--- src/rtl/bcd2bin_seq.sv ---
`default_nettype none
// ============================================================================
// Module      : bcd2bin_seq
// Description : Sequential BCD-to-binary converter (reverse double-dabble).
//               Converts a three-digit BCD value (hundreds 0-7, tens, units)
//               into a 9-bit binary result plus an overflow flag for values
//               512..799. One shift/correct step is performed per clock,
//               behind a simple valid/ready handshake.
//
//               Each step shifts {bcd,bin} right by one bit. The BCD LSB
//               moves into the binary MSB. Any BCD digit that is then >= 8
//               has 3 subtracted from it.
//
// Ports       : clk         rising-edge clock
//               rst         asynchronous active-high reset
//               in_valid    input digits valid
//               in_hundred  BCD hundreds digit (3 bits, 0-7)
//               in_ten      BCD tens digit (4 bits)
//               in_unit     BCD units digit (4 bits)
//               in_ready    block idle, can accept a new input
//               out_valid   one-cycle result strobe
//               out_bin     binary result (value mod 512)
//               out_ovf     value > 511
//               out_err     illegal tens/units digit (0 unless enabled)
//
// Parameters  : BIN_W   width of out_bin (only 9 is supported)
//               N_ITER  number of CALC steps (>= 10)
//
// Options     : BCD2BIN_ERR_EN - when defined, tens or units digits > 9 are
//               flagged on out_err and force out_bin/out_ovf to 0.
//
// Revision    : 1.0 - initial release
// ============================================================================
module bcd2bin_seq #(
    parameter int BIN_W  = 9,
    parameter int N_ITER = 10
) (
    input  logic             clk,
    input  logic             rst,
    input  logic             in_valid,
    input  logic [2:0]       in_hundred,
    input  logic [3:0]       in_ten,
    input  logic [3:0]       in_unit,
    output logic             in_ready,
    output logic             out_valid,
    output logic [BIN_W-1:0] out_bin,
    output logic             out_ovf,
    output logic             out_err
);

    // ------------------------------------------------------------------------
    // Constants
    // ------------------------------------------------------------------------
    localparam int c_BCD_W    = 11;          // 3 + 4 + 4 digit bits
    localparam int c_ACC_W    = BIN_W + 1;   // binary register incl. overflow bit
    localparam int c_DATA_BITS = 10;         // bit count of 799
    localparam int c_CNT_W    = $clog2(N_ITER + 1);

    // The binary register only holds c_DATA_BITS bits; steps beyond that are
    // counted but do not shift, so a larger N_ITER only stretches latency.
    localparam logic [c_CNT_W-1:0] c_SHIFT_END = c_CNT_W'(c_DATA_BITS);
    localparam logic [c_CNT_W-1:0] c_ITER_LAST = c_CNT_W'(N_ITER - 1);

    // FSM encoding
    localparam logic [1:0] c_ST_IDLE = 2'd0;
    localparam logic [1:0] c_ST_CALC = 2'd1;
    localparam logic [1:0] c_ST_DONE = 2'd2;

    // ------------------------------------------------------------------------
    // Declarations
    // ------------------------------------------------------------------------
    logic [1:0]                 r_state;
    logic [1:0]                 w_next_state;

    logic [c_BCD_W-1:0]         r_bcd;
    logic [c_ACC_W-1:0]         r_bin;
    logic [c_CNT_W-1:0]         r_cnt;

    logic                       r_out_valid;
    logic [BIN_W-1:0]           r_out_bin;
    logic                       r_out_ovf;
    logic                       r_out_err;

    logic                       w_in_ready;
    logic                       w_accept;
    logic                       w_calc;
    logic                       w_last_step;
    logic                       w_load_result;
    logic                       w_do_shift;

    logic [c_BCD_W+c_ACC_W-1:0] w_shifted;
    logic [c_BCD_W-1:0]         w_sh_bcd;
    logic [c_ACC_W-1:0]         w_sh_bin;
    logic [3:0]                 w_ten_adj;
    logic [3:0]                 w_unit_adj;
    logic [c_BCD_W-1:0]         w_bcd_next;
    logic                       w_err_in;
    logic                       w_err_res;

    // ------------------------------------------------------------------------
    // Handshake qualifiers
    // ------------------------------------------------------------------------
    assign w_accept    = in_valid & w_in_ready;
    assign w_calc      = (r_state == c_ST_CALC);
    assign w_last_step = w_calc & (r_cnt == c_ITER_LAST);
    assign w_do_shift  = (r_cnt < c_SHIFT_END);

    // ------------------------------------------------------------------------
    // FSM: state register
    // ------------------------------------------------------------------------
    always_ff @(posedge clk or posedge rst) begin
        if (rst) begin
            r_state <= c_ST_IDLE;
        end else begin
            r_state <= w_next_state;
        end
    end

    // ------------------------------------------------------------------------
    // FSM: next-state logic
    // ------------------------------------------------------------------------
    always_comb begin
        w_next_state = r_state;
        case (r_state)
            c_ST_IDLE: begin
                if (in_valid) begin
                    w_next_state = c_ST_CALC;
                end
            end
            c_ST_CALC: begin
                if (r_cnt == c_ITER_LAST) begin
                    w_next_state = c_ST_DONE;
                end
            end
            c_ST_DONE: begin
                w_next_state = c_ST_IDLE;
            end
            default: begin
                w_next_state = c_ST_IDLE;
            end
        endcase
    end

    // ------------------------------------------------------------------------
    // FSM: output decode
    // in_ready is purely a function of the state, so it is already high in
    // the cycle where out_valid is presented; that is what allows a new
    // input to be taken at the edge that ends the result strobe.
    // ------------------------------------------------------------------------
    always_comb begin
        w_in_ready    = 1'b0;
        w_load_result = 1'b0;
        case (r_state)
            c_ST_IDLE: w_in_ready    = 1'b1;
            c_ST_DONE: w_load_result = 1'b1;
            default: begin
                w_in_ready    = 1'b0;
                w_load_result = 1'b0;
            end
        endcase
    end

    // ------------------------------------------------------------------------
    // Reverse double-dabble step
    // The hundreds field is only 3 bits wide and can never reach 8 after a
    // right shift, so only the tens and units digits need correction. The
    // tens MSB is fed by the hundreds LSB, and the units MSB by the tens LSB.
    // ------------------------------------------------------------------------
    assign w_shifted = {r_bcd, r_bin} >> 1;
    assign w_sh_bcd  = w_shifted[c_BCD_W+c_ACC_W-1:c_ACC_W];
    assign w_sh_bin  = w_shifted[c_ACC_W-1:0];

    always_comb begin
        w_ten_adj  = w_sh_bcd[7:4];
        w_unit_adj = w_sh_bcd[3:0];
        if (w_sh_bcd[7:4] >= 4'd8) begin
            w_ten_adj = w_sh_bcd[7:4] - 4'd3;
        end
        if (w_sh_bcd[3:0] >= 4'd8) begin
            w_unit_adj = w_sh_bcd[3:0] - 4'd3;
        end
    end

    assign w_bcd_next = {w_sh_bcd[10:8], w_ten_adj, w_unit_adj};

    // ------------------------------------------------------------------------
    // Datapath registers: BCD/binary shift pair and step counter
    // ------------------------------------------------------------------------
    always_ff @(posedge clk or posedge rst) begin
        if (rst) begin
            r_bcd <= '0;
            r_bin <= '0;
            r_cnt <= '0;
        end else if (w_accept) begin
            r_bcd <= {in_hundred, in_ten, in_unit};
            r_bin <= '0;
            r_cnt <= '0;
        end else if (w_calc) begin
            if (w_do_shift) begin
                r_bcd <= w_bcd_next;
                r_bin <= w_sh_bin;
            end
            // Counter is cleared on the next accept; it only needs to be
            // valid while in CALC.
            if (!w_last_step) begin
                r_cnt <= r_cnt + 1'b1;
            end
        end
    end

    // ------------------------------------------------------------------------
    // Illegal-digit detection
    // ------------------------------------------------------------------------
    assign w_err_in = (in_ten > 4'd9) | (in_unit > 4'd9);

`ifdef BCD2BIN_ERR_EN
    logic r_err;

    // Captured at accept, since the input digits are not held by the source.
    always_ff @(posedge clk or posedge rst) begin
        if (rst) begin
            r_err <= 1'b0;
        end else if (w_accept) begin
            r_err <= w_err_in;
        end
    end

    assign w_err_res = r_err;
`else
    // Detection is not used in this build; fold it away.
    logic w_err_unused;
    assign w_err_unused = w_err_in;
    assign w_err_res    = 1'b0 & w_err_unused;
`endif

    // ------------------------------------------------------------------------
    // Result registers
    // Result fields hold their value between conversions; only the strobe
    // returns to zero.
    // ------------------------------------------------------------------------
    always_ff @(posedge clk or posedge rst) begin
        if (rst) begin
            r_out_valid <= 1'b0;
            r_out_bin   <= '0;
            r_out_ovf   <= 1'b0;
            r_out_err   <= 1'b0;
        end else begin
            r_out_valid <= w_load_result;
            if (w_load_result) begin
                if (w_err_res) begin
                    r_out_bin <= '0;
                    r_out_ovf <= 1'b0;
                end else begin
                    r_out_bin <= r_bin[BIN_W-1:0];
                    r_out_ovf <= r_bin[BIN_W];
                end
                r_out_err <= w_err_res;
            end
        end
    end

    // ------------------------------------------------------------------------
    // Outputs
    // ------------------------------------------------------------------------
    assign in_ready  = w_in_ready;
    assign out_valid = r_out_valid;
    assign out_bin   = r_out_bin;
    assign out_ovf   = r_out_ovf;
    assign out_err   = r_out_err;

endmodule
`default_nettype wire
--- config.mk ---
export PLATFORM = sky130hd
export DESIGN_NAME = bcd2bin_seq
export DESIGN_NICKNAME = d
export VERILOG_FILES = /design/src/rtl/bcd2bin_seq.sv
export SDC_FILE = /design/constraint.sdc
export NUM_CORES = 1
export LEC_CHECK = 0
export BUFFER_PORTS_ARGS = -buffer_cell sky130_fd_sc_hd__buf_2
export CORE_MARGIN = 2
export CORE_UTILIZATION = 32
export DETAILED_ROUTE_END_ITERATION = 7
export SKIP_CTS_REPAIR_TIMING = 1
export SLEW_MARGIN = 25
export SYNTH_ARGS = -nofsm -noshare
export SYNTH_HDL_FRONTEND = slang
export SYNTH_SLANG_ARGS = --single-unit
--- constraint.sdc ---
create_clock -name clk -period 3.2 [get_ports clk]
set_input_delay 0.64 -clock clk [delete_from_list [all_inputs] [get_ports clk]]
set_output_delay 0.64 -clock clk [all_outputs]
set_load 0.005 [all_outputs]
Word level (Yosys, flattened, before mapping)
Index checks and enable logic that the tools add are counted.
{"block": "word_totals", "regBits": 38, "latch_bits": 0, "ramBits": 0, "romBits": 0, "in_bits": 14, "word_cells": 43, "mem_count": 0}
{"block": "classes", "n_addsub": 3, "mul": 0, "div_mod_pow": 0, "order_cmp": 3, "eq_ne": 6, "n_shift": 0, "muxes": 16, "bitwise": 2, "n_reduce_logical": 6}
{"cell": "$mux 11", "n": 3}
{"cell": "$mux 10", "n": 3}
{"cell": "$mux 4", "n": 5}
{"cell": "$ge 4x4->1 const B", "n": 2}
{"cell": "$sub 4x2->4 const B", "n": 2}
{"cell": "$reduce_and 2->1", "n": 3}
{"cell": "$add 4x1->4 const B", "n": 1}
{"cell": "$eq 4x4->1 const B", "n": 1}
{"cell": "$lt 4x4->1 const B", "n": 1}
{"cell": "$mux 2", "n": 2}
{"cell": "$ne 2x2->1 const B", "n": 2}
{"cell": "$pmux 2 s2", "n": 1}
{"cell": "$reduce_bool 2->1", "n": 2}
{"cell": "$and 1x1->1", "n": 2}
{"cell": "$eq 2x1->1 const B", "n": 1}
{"cell": "$eq 2x2->1 const B", "n": 1}
{"cell": "$logic_not 2->1", "n": 1}
{"cell": "$mux 1", "n": 2}
{"cell": "$ne 2x1->1 const B", "n": 1}

Longest topological paths before layout
Gate-level depths: netlist (run 1).
{"block": "logic_depth", "depth_word": 5, "ltp_mapped": 5, "depth_no_buf": 5}

Least setup slack after synthesis (run 1)
Ideal clock, no wire load.
{"block": "synth_path", "path_kind": "input -> register", "from": "in in_valid", "to": "reg r_bcd[4]", "setup_ns": 0.123, "arrival_time_ns": 1.377, "required_ns": 3.077, "slack_ns": 1.700, "stages": 3, "path_buffers": 1, "cell_sequence": "or3b_4 buf_6 o221a_1"}
{"block": "synth_via", "elab_chain_len": 3}
{"element": "start: declaration", "line": "40", "text": "input logic in_valid,"}
{"element": "$and 1x1->1 (*)", "line": "103", "text": "assign w_accept = in_valid & w_in_ready;"}
{"element": "$reduce_bool 2->1 (no line)"}
{"element": "$reduce_and 2->1 (no line)"}
{"element": "end signal: assignment", "line": "195", "text": "r_bcd <= {in_hundred, in_ten, in_unit};"}
{"element": "end signal: assignment", "line": "200", "text": "r_bcd <= w_bcd_next;"}
{"element": "end: declaration", "line": "75", "text": "logic [c_BCD_W-1:0] r_bcd;"}
Every way passes the cells marked *; elsewhere a longest branch is shown, timed or not.
A chain may end at the register's enable or synchronous reset.

Worst setup path in the final report (run 1)
{"block": "layout_path", "from": "reg r_state[1]", "to": "reg r_cnt[1]"}
{"block": "layout_via", "elab_chain_len": 5}
{"element": "start: declaration", "line": "72", "text": "logic [1:0] r_state;"}
{"element": "start signal: assignment", "line": "113", "text": "r_state <= c_ST_IDLE;"}
{"element": "start signal: assignment", "line": "115", "text": "r_state <= w_next_state;"}
{"element": "$logic_not 2->1", "line": "153", "text": "case (r_state)"}
{"element": "$mux 1", "line": "153"}
{"element": "$and 1x1->1", "line": "103"}
{"element": "$ne 2x2->1 (no line) / $reduce_bool 2->1 (equally long branches)"}
{"element": "$reduce_and 2->1 (no line)"}
{"element": "end signal: assignment", "line": "206", "text": "r_cnt <= r_cnt + 1'b1;"}
{"element": "end: declaration", "line": "77", "text": "logic [c_CNT_W-1:0] r_cnt;"}
Several ways; a longest one is shown, not always the timed one.

==> results of run 1 <==
[layer usage]
layer  vias to the layer above  wire length, um  track usage
li1                        621                -            -
met5                         -                0            0
met2                        27             1480        0.184
met3                         8              144       0.0276
met1                       593             1720        0.168
met4                         0               66       0.0579
[how the worst max path moves through the flow]
| stage | from | to | cells past startpoint |
|---|---|---|---|
| 4_1_cts | r_state[1]$_DFFE_PP0P_ | r_cnt[1]$_DFFE_PP0P_ | 3 |
| 2_1_floorplan | rst | out_bin[0]$_DFFE_PP0P_ | 1 |
| 6_report | r_state[1]$_DFFE_PP0P_ | r_cnt[1]$_DFFE_PP0P_ | 3 |
| 3_5_place_dp | in_valid | r_bcd[4]$_DFFE_PP0P_ | 4 |
| 5_1_grt | r_state[1]$_DFFE_PP0P_ | r_cnt[1]$_DFFE_PP0P_ | 3 |
| 3_3_place_gp | in_valid | r_bcd[8]$_DFFE_PP0P_ | 4 |
[through the flow]
stage	hold slack (ns)	cell area [um2]
2_1_floorplan	0.470	1780
3_3_place_gp	0.486	1950
3_5_place_dp	0.491	1950
4_1_cts	0.466	2060
5_1_grt	0.508	2060
6_report	0.455	2060
[power groups by stage]
stage / Sequential (uW) / Combinational, uW / Clock (uW)
after global routing: 884 / 820 / 446
after detailed placement: 858 / 726 / 0
after CTS: 850 / 725 / 432
after floorplan: 818 / 584 / 0
after global placement: 852 / 707 / 0
final: 850 / 711 / 412
[critical path, stage by stage, from the launching register on]
cell and delay [ns]:
dfrtp_1 0.43, and2b_1 0.71, mux2_4 0.37, o22ai_1 0.15
[cells by family after synthesis]
kind of cell    after synthesis
simple gates                 51
flops                        38
compound gates               33
buf+inv                      16
mux                          13
fa+ha+maj                     6
xor+xnor                      4
other cells                   1
[flip-flops by register name, summed over array words and instances, names as in the netlist]
register	cells
r_bin	10
r_bcd	11
out_ovf	1
r_state	2
out_bin	9
out_valid	1
r_cnt	4
[area by class of cell]
cell class                 instances  area share
tap                               72      0.0437
clock buffer                       6      0.0400
clock inverter                     1      0.0146
multi-input combinational        108       0.364
sequential                        38       0.461
timing repair buffer              26      0.0643
inverter                           7      0.0127
[placed cells by master (no fill, tap or decap), types with 3 or more instances in the layout]
| cell type | n |
|---|---|
| nor2b_1 | 3 |
| buf_2 | 25 |
| nand3_1 | 17 |
| nor2_1 | 3 |
| clkbuf_8 | 6 |
| o21ai_0 | 14 |
| dfrtp_1 | 38 |
| nand2_1 | 21 |
| mux2_2 | 10 |
| xnor2_1 | 4 |
| o221a_1 | 5 |
| ha_1 | 6 |
| inv_1 | 7 |
==> summary.md, run 1 <==
| Metric | Value |
|---|---|
| Run status | `finished clean` |
| Vias in the first global route | `roughly 1,300` |
| Post-Route Setup TNS | `0 ns` |
| Async SR Flop Fraction | `1.00` |
| Total CTS buffers | `5` |
| CTS Sinks | `38` |
| All-Layer GR Usage | `0.123` |
| Setup violations, final | `0` |
| Worst R2R End | `r_cnt[1]$_DFFE_PP0P_` |
| CTS Root Buffer Type | `clkbuf_8` |
| DRC Markers | `0` |
| Final Hold Viols | `0` |
| Share of cells above drive strength 1 | `0.258` |
| Sw frac | `0.353` |
| Pwr Density | `957 nW/um2` |
| Cells after Synth | `approximately 160` |
| Cell accounting for the most synthesized area | `dfrtp_1` |
| Std-Cell Rows | `27` |
| Area share of the largest cell type after synthesis | `0.533` |
| Global-route wire length before repair | `5850 um` |
| Multi-input gate area | `751 um2` |
| H-tree depth | `2` |
| Top cells by count, synth | `38 x dfrtp_1, 21 x nand2_1, 17 x nand3_1, 14 x o21ai_0, 10 x mux2_2` |
| R2r worst-path depth | `3` |
| Via-per-instance ratio | `4.84` |
| Mux contribution to synthesized area | `0.0827` |
| WP data arrival | `1.95 ns` |
| Number of max-cap violations | `0` |
| Clock Latency Late Sink | `0.29 ns` |
| Compound-Gate Fraction of Synth Area | `0.133` |
| Slew margin rel. | `0.411` |
| Post-Synth Adder-Cell Area | `0.0421` |
| Max-slew violation count | `0` |
| Port-buffer cells | `25` |
| PnR worst setup slack | `1.46 ns` |
| Leak | `roughly 0.00099 uW` |
| Worst R2R Setup Slack | `1.46 ns` |
| Layout Utilization | `0.379` |
| Syn Std Cell Area | `1780 um2` |
| Final std cells w/o fill | `~260` |
| Largest family of logic cells by synthesized area | `simple AND/OR/NAND/NOR gates` |
| Io pins | `27` |
| Post-Syn Nets | `182` |
| Global placement routability congestion | `between 0.7 and 0.8` |
| Start of the worst register-to-register path | `r_state[1]$_DFFE_PP0P_` |
| Inst Count DP | `251` |
| F_max | `576 MHz` |
| Comb power frac | `0.360` |
| Setup Skew | `0.00360 ns` |
| Nets@finish | `206` |
| IR Drop Worst-Case VDD | `376 uV` |
| DRT iter0 DRCs | `85` |
| Drt wl/cell | `13.2 um` |
| Clock power frac | `0.209` |
| Initial antenna violation count | `0` |
| Post-synth EDFFs | `0` |
| RSZ-0062 raised after global routing | `no` |
| Final Power | `approximately 2000 uW` |
| Die Ht | `slightly below 80 um` |
| Most common cell in the synthesized netlist | `dfrtp_1` |
| Worst hold-check path type | `in -> async` |
| Critical path required time | `roughly 3.4 ns` |
| Worst slew pin tran | `0.882 ns` |
| Int Power | `1280 uW` |
| Register area share after synthesis | `0.533` |
| Die width | `78.7 um` |
| DRT antenna net count | `0` |
| Reg clk slew, reported paths | `0.07 ns` |
| Netlist cell types | `36` |
| CTS max path bufs | `2` |
| Post-synthesis xor/xnor area fraction | `0.0196` |
| Critical path peak fanout | `22` |
| Core Box Area | `approximately 5400 um2` |
| Initial Util | `0.328` |
| Switching Power | `around 700 uW` |
| Synth top area cells | `dfrtp_1 53%, mux2_2 6.3%, nand3_1 4.8%, nand2_1 4.4%, ha_1 4.2%` |
| Crit path kind | `reg -> reg` |
| ANT cells | `0` |
| CP Launch Type | `register` |
| CP endpoint kind | `register` |
| Synthesized area per cell | `between 10 and 15 um2` |
| Routed vias | `1,249` |
| Grt total ovfl | `0` |
| TritonCTS clock tree | `yes` |
| Dpl ws | `1.48 ns` |
| Yosys reg bits | `38` |
| Largest net degree at the start of global routing | `39` |
| Fillers | `about 550` |
| Ys flop type | `dfrtp_1` |
| DPL Wire Length | `2310 um` |
| Tcrit/Tclk final | `0.542` |
| Fin crit period | `1.74 ns` |
| Register Area | `951 um2` |
| Simple-gate share of the synthesized area | `0.141` |
| Synth warnings | `0` |
| Wirelength, routed | `approximately 3400 um` |
| Sequential power share | `0.431` |
| DRT Pass-1 Iters | `4` |
| Die area | `~6200 um2` |
| P&R area growth vs syn | `15.6%` |
Power figures use the tool's default switching activity.
==> inputs of run 2 (changes only) <==
==> constraint.sdc (replaced) <==
create_clock -name clk -period 1.4 [get_ports clk]
set_input_delay 0.28 -clock clk [delete_from_list [all_inputs] [get_ports clk]]
set_output_delay 0.28 -clock clk [all_outputs]
set_load 0.005 [all_outputs]
==> run 2 against run 1 <==
Critical path depth unchanged. Final area up 7.4%. Non-clock buffer count up 12. Combinational power rose to 2.6 times the previous value. Wire length up 6.6%. Critical path type unchanged. Highest routed layer unchanged.
==> summary.md, run 2 (same netlist as run 1, synthesis figures left out) <==
| Metric | Value |
|---|---|
| Run status | `finished clean` |
| CP endpoint kind | `register` |
| Global placement routability congestion | `0.784` |
| CTS Root Buffer Type | `clkbuf_8` |
| Via-per-instance ratio | `4.79` |
| Fillers | `540` |
| Critical path peak fanout | `6` |
| Worst R2R Setup Slack | `around 0.0098 ns` |
| WP data arrival | `1.57 ns` |
| IR Drop Worst-Case VDD | `approximately 1000 uV` |
| Drt wl/cell | `13.4 um` |
| Layout Utilization | `0.407` |
| Initial antenna violation count | `0` |
| Biggest register | `r_bcd` |
| H-tree depth | `2` |
| Setup violations, final | `0` |
| Critical path required time | `1.58 ns` |
| RSZ-0062 raised after global routing | `yes` |
| F_max | `719 MHz` |
| Commonest non-fill, non-tap cell in the layout | `dfrtp_1` |
| Buf/Inv on CP | `1` |
| Grt total ovfl | `0` |
| CTS Sinks | `38` |
| DRT Pass-1 Iters | `4` |
| Delay-heaviest family, CP | `flip-flops` |
| Total CTS buffers | `5` |
| Pwr Density | `between 2000 and 2500 nW/um2` |
| Largest net degree at the start of global routing | `39` |
| Crit path kind | `reg -> reg` |
| Cells along the critical path | `buf_4 > or3b_4 > o221a_1` |
| DPL Wire Length | `2520 um` |
| Die Ht | `78.7 um` |
| Std-Cell Rows | `27` |
| Multi-input gate area | `a little under 800 um2` |
| Die width | `78.7 um` |
| Port-buffer cells | `25` |
| TritonCTS clock tree | `yes` |
| Setup Skew | `0.00608 ns` |
| DRT iter0 DRCs | `45` |
| Fin crit period | `1.39 ns` |
| ANT cells | `0` |
| CTS max path bufs | `2` |
| Crit path largest cell delay | `0.45 ns` |
| Leak | `0.00107 uW` |
| Register Area | `952 um2` |
| Worst hold-check path type | `in -> async` |
| Core Box Area | `5440 um2` |
| Slowest stage cell on the critical path | `dfrtp_2` |
| Initial Util | `0.328` |
| Most frequent cells in the layout | `37 x dfrtp_1, 25 x buf_2, 21 x nand2_1, 17 x nand3_1, 13 x o21ai_0` |
| Tcrit/Tclk final | `0.993` |
| Max-slew violation count | `0` |
| Final Hold Viols | `0` |
| DRT antenna net count | `0` |
| All-Layer GR Usage | `0.130` |
| Io pins | `27` |
| Share of cells above drive strength 1 | `0.325` |
| Clock Latency Late Sink | `around 0.29 ns` |
| Max reg flops | `11` |
| Vias in the first global route | `1,310` |
| Reg clk slew, reported paths | `0.08 ns` |
| Number of max-cap violations | `0` |
| Die area | `6190 um2` |
| Nets@finish | `219` |
| DRC Markers | `0` |
| Routed vias | `1,303` |
| P&R area growth vs syn | `24.2%` |
| Post-Route Setup TNS | `0 ns` |
| Global-route wire length before repair | `between 6000 and 7000 um` |
| CP Launch Type | `register` |
| Wirelength, routed | `3630 um` |
[run 2: changes by cell type in the layout (fill, tap and decap cells not counted), sizes merged]
cell / change
or3b: +1
bufinv: +1
buf: +12
[run 2: routing by layer]
layer	wire length, um	global-route usage
met1	1830	0.172
met2	1610	0.195
met3	147	0.0391
met4	48	0.0596
met5	0	0
[run 2: worst min-delay path, delay by kind of cell]
kind / cells / cell delay [ns]
buffers and inverters: 3 / 0.55
[run 2: per-stage QoR]
| stage | setup WS, ns | hold WS, ns | power [uW] | instance area, um2 | std cells |
|---|---|---|---|---|---|
| 3_5_place_dp | 0.0359 | 0.425 | 3780 | 2030 | 262 |
| 6_report | 0.00976 | 0.0989 | 4980 | 2220 | 272 |
| 3_3_place_gp | 0.0348 | 0.422 | 3720 | 2030 | 262 |
| 4_1_cts | -0.0278 | 0.108 | 4940 | 2180 | 270 |
| 5_1_grt | -0.0612 | 0.133 | 5400 | 2220 | 272 |
| 2_1_floorplan | 0.101 | 0.397 | 3210 | 1780 | 162 |
[run 2: report_power, final]
group          total [uW]  switching, uW  leakage [uW]  internal (uW)
clock network        1150            395     0.0000714            760
logic                1870            905      0.000508            966
registers            1950            399      0.000490           1550
total                4980           1700       0.00107           3280
[run 2: path summary, 6_finish.rpt]
path | from | to | cells after the start
hold / removal | rst | out_bin[1]$_DFFE_PP0P_ | 3
setup reg to reg | r_state[0]$_DFFE_PP0P_ | r_bcd[8]$_DFFE_PP0P_ | 3
max in group asynchronous | rst | r_state[0]$_DFFE_PP0P_ | 3
hold reg to reg | out_bin[3]$_DFFE_PP0P_ | out_bin[3]$_DFFE_PP0P_ | 1
setup / recovery | r_state[0]$_DFFE_PP0P_ | r_bcd[8]$_DFFE_PP0P_ | 3
min in group clk | in_unit[2] | r_bcd[2]$_DFFE_PP0P_ | 3
[run 2: layout make-up]
type                    instances  area share
flip-flops and latches         38       0.430
clock inverters                 2      0.0271
inverters                       7      0.0119
clock buffers                   6      0.0373
multi-input cells             109       0.350
well taps                      72      0.0407
repair buffers                 38       0.104
